### src/rtl/addsub_arb.sv
`default_nettype none
//==============================================================================
// Module   : addsub_arb
// Brief    : Two-requester round-robin front end (ARB/EXE/RSP pipeline) for a
//            shared 16-bit saturating add/sub unit. Define ADDSUB_ARB_OVCNT_EN
//            to add the ovcnt/ovcnt_clr overflow counter.
// Revision : 1.0  initial release
//==============================================================================
module addsub_arb (
    input  logic                clk,
    input  logic                rst_n,

    input  logic                req_0,
    input  logic [15:0]         a_0,
    input  logic [15:0]         b_0,
    input  logic                sub_0,
    input  logic                mem_0,
    output logic                gnt_0,
    output logic                rsp_vld_0,

    input  logic                req_1,
    input  logic [15:0]         a_1,
    input  logic [15:0]         b_1,
    input  logic                sub_1,
    input  logic                mem_1,
    output logic                gnt_1,
    output logic                rsp_vld_1,

    output logic [15:0]         rsp_data,
    output logic                rsp_ovfl,
    input  logic                stall,

    output logic [15:0]         add_a,
    output logic [15:0]         add_b,
    output logic                add_sub,
    output logic                add_mem,
    input  logic [15:0]         add_result,
    input  logic                add_ovfl
`ifdef ADDSUB_ARB_OVCNT_EN
    ,
    output logic [7:0]          ovcnt,
    input  logic                ovcnt_clr
`endif
);

    localparam int unsigned C_W = 16;

    logic             r_lrg;
    logic             w_gnt_0;
    logic             w_gnt_1;
    logic             w_accept;
    logic             w_acc_id;
    logic [C_W-1:0]   w_sel_a;
    logic [C_W-1:0]   w_sel_b;
    logic             w_sel_sub;
    logic             w_sel_mem;

    logic             r_exe_vld;
    logic [C_W-1:0]   r_exe_a;
    logic [C_W-1:0]   r_exe_b;
    logic             r_exe_sub;
    logic             r_exe_mem;
    logic             r_exe_id;

    logic             r_rsp_vld;
    logic [C_W-1:0]   r_rsp_data;
    logic             r_rsp_ovfl;
    logic             r_rsp_id;

    logic             w_capture;

    // Grant is gated by rst_n so it drops the instant reset asserts.
    always_comb begin
        w_gnt_0 = 1'b0;
        w_gnt_1 = 1'b0;
        if (rst_n && !stall) begin
            if (req_0 && req_1) begin
                w_gnt_0 = r_lrg;
                w_gnt_1 = ~r_lrg;
            end else begin
                w_gnt_0 = req_0;
                w_gnt_1 = req_1;
            end
        end
    end

    assign gnt_0     = w_gnt_0;
    assign gnt_1     = w_gnt_1;
    assign w_accept  = w_gnt_0 | w_gnt_1;
    assign w_acc_id  = w_gnt_1;

    assign w_sel_a   = w_acc_id ? a_1   : a_0;
    assign w_sel_b   = w_acc_id ? b_1   : b_0;
    assign w_sel_sub = w_acc_id ? sub_1 : sub_0;
    assign w_sel_mem = w_acc_id ? mem_1 : mem_0;

    always_ff @(posedge clk or negedge rst_n) begin
        if (!rst_n) begin
            r_lrg     <= 1'b1;
            r_exe_vld <= 1'b0;
            r_exe_a   <= '0;
            r_exe_b   <= '0;
            r_exe_sub <= 1'b0;
            r_exe_mem <= 1'b0;
            r_exe_id  <= 1'b0;
        end else if (!stall) begin
            r_exe_vld <= w_accept;
            if (w_accept) begin
                r_exe_a   <= w_sel_a;
                r_exe_b   <= w_sel_b;
                r_exe_sub <= w_sel_sub;
                r_exe_mem <= w_sel_mem;
                r_exe_id  <= w_acc_id;
                r_lrg     <= w_acc_id;
            end
        end
    end

    assign add_a   = r_exe_vld ? r_exe_a : '0;
    assign add_b   = r_exe_vld ? r_exe_b : '0;
    assign add_sub = r_exe_vld & r_exe_sub;
    assign add_mem = r_exe_vld & r_exe_mem;

    assign w_capture = r_exe_vld & ~stall;

    always_ff @(posedge clk or negedge rst_n) begin
        if (!rst_n) begin
            r_rsp_vld  <= 1'b0;
            r_rsp_data <= '0;
            r_rsp_ovfl <= 1'b0;
            r_rsp_id   <= 1'b0;
        end else if (!stall) begin
            r_rsp_vld <= r_exe_vld;
            if (r_exe_vld) begin
                r_rsp_data <= add_result;
                r_rsp_ovfl <= add_ovfl;
                r_rsp_id   <= r_exe_id;
            end
        end
    end

    // A response held in RSP keeps its strobe up for every stalled cycle.
    assign rsp_vld_0 = r_rsp_vld & ~r_rsp_id;
    assign rsp_vld_1 = r_rsp_vld &  r_rsp_id;
    assign rsp_data  = r_rsp_data;
    assign rsp_ovfl  = r_rsp_ovfl;

`ifdef ADDSUB_ARB_OVCNT_EN
    logic [7:0] r_ovcnt;

    // Address ops wrap by design, so their overflow is not counted.
    always_ff @(posedge clk or negedge rst_n) begin
        if (!rst_n) begin
            r_ovcnt <= 8'h00;
        end else if (ovcnt_clr) begin
            r_ovcnt <= 8'h00;
        end else if (w_capture && add_ovfl && !r_exe_mem && (r_ovcnt != 8'hFF)) begin
            r_ovcnt <= r_ovcnt + 8'd1;
        end
    end

    assign ovcnt = r_ovcnt;
`else
    // No overflow counter in this build; w_capture only feeds the counter.
    logic w_unused_capture;
    assign w_unused_capture = w_capture;
`endif

endmodule
`default_nettype wire

### config.mk
export PLATFORM = sky130hd
export DESIGN_NAME = addsub_arb
export DESIGN_NICKNAME = d
export VERILOG_FILES = /design/src/rtl/addsub_arb.sv
export SDC_FILE = /design/constraint.sdc
export NUM_CORES = 1
export LEC_CHECK = 0
export CORE_ASPECT_RATIO = 1.75
export CORE_MARGIN = 2
export CORE_UTILIZATION = 60
export CTS_CLUSTER_DIAMETER = 200
export DETAILED_ROUTE_END_ITERATION = 16
export DONT_BUFFER_PORTS = 1
export MAX_ROUTING_LAYER = met4
export PLACE_DENSITY_LB_ADDON = 0.25
export SYNTH_ARGS = -nofsm -noshare
export SYNTH_HDL_FRONTEND = slang
export SYNTH_SLANG_ARGS = --single-unit
### constraint.sdc
create_clock -name clk -period 2.7 [get_ports clk]
set_input_delay 0.54 -clock clk [delete_from_list [all_inputs] [get_ports clk]]
set_output_delay 0.54 -clock clk [all_outputs]
set_load 0.005 [all_outputs]
After elaboration in Yosys (flattened, before gate mapping). Cells that the tools add are included.

Logic and storage cells: 34. Register bits after elaboration: 56. Input port bits: 90. Output and inout bits: 55.

Multiplexer cells: 10. Reductions and logical operators: 5. Bitwise operators: 8.

Operators with widths (count): $mux W16 (4); $mux W1 (6); $and A1 B1 Y1 (4); $reduce_and A2 Y1 (2); $not A1 Y1 (3); $logic_and A1 B1 Y1 (2); $logic_not A1 Y1 (1); $or A1 B1 Y1 (1).

Depth between registers and ports, before layout.
Word-level depth: 5. Gate-level depth with buffers: 6.

Worst setup path after synthesis. No wires, ideal clock.

Path kind: in2out. Start: in stall. End: out gnt_1. Stages: 5. Slack: 0.910 ns. Arrival time: 1.250 ns. Required time: 2.160 ns. Cells stage by stage: and3b_1 -> buf_6 -> and2_4 -> buf_6 -> buf_6.

Cells in the longest elaborated chain, start to end: 3.

RTL lines: from (decl) (line 31) `input logic stall,`; $logic_not A1 Y1; $logic_and A1 B1 Y1 (line 76) `if (rst_n && !stall) begin`; $mux W1 (line 76); to (decl) (line 26) `output logic gnt_1,`.

Every way passes these cells.

Worst setup path after layout.
Start: reg r_lrg. End: out gnt_1.

Cells in the longest elaborated chain, start to end: 3.

RTL lines: from (decl) (line 48) `logic r_lrg;`; from (signal assigned) (line 114) `r_lrg <= w_acc_id;`; $not A1 Y1 (line 79) `w_gnt_1 = ~r_lrg;`; $mux W1 (line 77) `if (req_0 && req_1) begin`; $mux W1 (line 76).

Every way passes these cells.

==> results.md <==
- Cts bufs inserted: 5
- Post-layout min period: 1780 ps
- Largest net degree at the start of global routing: between 50 and 60
- Max_slew headroom: 0.249
- # resized after CTS: 0
- Crit-path slowest cell: dfstp_2
- Hold_ws: roughly 60 ps
- Max Cap Viol: 0
- Vias/cell: 6.46
- Total GRT Usage: 0.247
- FMAX: 562 MHz
- Clock skew: 8.20 ps
- Worst Hold Class: in2async
- First-pass detailed-route iteration total: 5
- Post-route DRC: 0
- IO Count: 145
- Max Used Layer: met4
- CP Launch Point: r_lrg
- WL met2: 3.65 mm
- Vert. Die Dim: 98.2 um
- Syn_nets: between 300 and 400
- Post-Syn Instances: 288
- Crit path max fanout: 23
- RSZ-0062 raised after global routing: false
- Most used DFF post-synth: dfrtp_1
- Final period utilization: 0.659
- Antenna violations before repair: 0
- Count of cell types in the netlist: 25
- FF-to-FF Start: r_lrg
- FF-to-FF setup slack: approximately 1100 ps
- Sequential share of the synthesized area: 0.461
- Die W: 57.8 um
- Hold-fix buffers at CTS: 1
- Fin nets: about 370
- Fillcell total: approximately 440
- Routed wire per std cell: 19.8 um
- Crit-path max cell delay: 570 ps
- Fraction of layout cells with a size suffix above 1: 0.234
- Vias in the first global route: 2,212
- Core Area: about 4900 um^2
- Delay-heaviest family, CP: flip-flops
- Met3 wire len: 379 um
- Slew Viols, Final: 0
- Clk root buf: clkbuf_8
- Clk slew on worst S/H paths: 100 ps
- Mapped Area: 3040 um^2
- Routed Antenna Nets: 0
- Leakage: around 0.0013 uW
- Crit path DAT: 1240 ps
- CTS tree: done
- CP required: 2160 ps
- HPWL Detailed: 4.53 mm
- Async set-reset flop share out of synthesis: 1.00
- Final setup viols: 0
- Rows: 34
- Most frequent cells in the layout: dfrtp_1, and2_1, inv_1
- TNS Setup: 0 ps
- Pin slew with the least headroom to its limit: 1130 ps
- Drt first-iter violations: roughly 70
- Power per cell area: approximately 630 nW/um^2
- Crit. End Element: output pin
- EDFF count, synth: 0
- CTS max path bufs: 2
- Total wire length: 6.57 mm
- Initial Util: 0.617
- Area growth syn-to-layout: 3.41%
- Synth area leader: dfrtp_1
- FF-to-FF End: r_exe_b[12]
- Antenna Cells: 0
- Ys Warns: 0
- First-pass GRT wire length: 10.6 mm
- IO buf count: 0
- Syn Area/Cell: 10.6 um^2
- Peak VDD IR: roughly 440 uV
- Synth Register Bits: 56
- R2R cell count: 4
- Crit path buf inv count: 0
- Hold Vio Cnt, Final: 0
- Full die area: 5680 um^2
- # clock sinks: 56
- Crit path launch type: flip-flop
- Grt ovf: 0
- Commonest non-fill, non-tap cell in the layout: dfrtp_1
- Worst skew pair latency: 310 ps
- GP Congestion: 0.774
- CP Class: reg2out
- Crit-path cells: nand2_1 > and2_4
- Dominant cells by area after synthesis: dfrtp_1, o311ai_2, and2_1
- Wl on met1: 2.38 mm
- CTS H-tree lvls: 2
- Setup repair bufs after CTS: 0
- Status: completed
- Yosys top cell area share: 0.452
- Vias: 2,146
[kinds of logic after synthesis]
family	Yosys count	synth area share
flip-flops	56	0.461
AND/OR/NAND/NOR	82	0.153
buffers and inverters	60	0.0872
AO/OA/AOI/OAI	72	0.233
multiplexers	18	0.0666
[layer usage]
metal,vias to the layer above,track usage
met5,-,-
met4,0,0.0912
met3,15,0.0570
met2,97,0.430
met1,1054,0.265
li1,980,-
[worst max path at each step]
stage	endpoint	slack [ps]	depth (start not counted)
2_1_floorplan	gnt_1	910	5
3_3_place_gp	r_exe_a[10]	750	3
3_5_place_dp	r_exe_b[15]	720	3
4_1_cts	gnt_1	920	2
5_1_grt	gnt_1	880	2
6_report	gnt_1	920	2
[where the power goes]
group          internal, uW  leakage [uW]  switching, uW
sequential             1010      0.000663           89.0
combinational           201      0.000615            226
clock                   182     0.0000479            268
total                  1390       0.00133            583
[cells in the mapped netlist (2+ instances only)]
master    number
inv_1         35
clkbuf_1      17
nor2b_1        2
nor2_1         2
nand2b_1       2
mux2_2        18
o311ai_2      28
and2_1        35
buf_2          2
dfrtp_1       55
o311ai_1       6
o21ai_0       34
buf_6          5
nand3_1       34
nand2_1        3
[cell type report]
class	instances	area, um^2	area share
timing repair buffer	7	72.6	0.0231
tap	54	67.6	0.0215
inverter	35	131	0.0417
clock inverter	3	18.8	0.00596
clock buffer	5	68.8	0.0219
multi-input combinational	172	1390	0.440
sequential	56	1400	0.446
[metrics by stage]
stage,util,power [uW],cell area (um^2),worst slack [ps],std cells
after floorplan,-,1440,3040,910,288
after global placement,0.614,1510,3030,748,323
after detailed placement,0.614,1530,3030,718,323
after CTS,0.638,2000,3150,920,332
after global routing,0.638,2100,3150,877,332
final,0.638,1970,3150,920,332
[registers in the layout (all words and copies together), names as in the netlist]
name       cells
r_rsp_vld      1
r_exe_id       1
r_lrg          1
rsp_ovfl       1
r_exe_mem      1
r_exe_vld      1
r_exe_b       16
r_exe_sub      1
rsp_data      16
r_exe_a       16
r_rsp_id       1
Note: power is estimated with default switching activity, not from simulation.
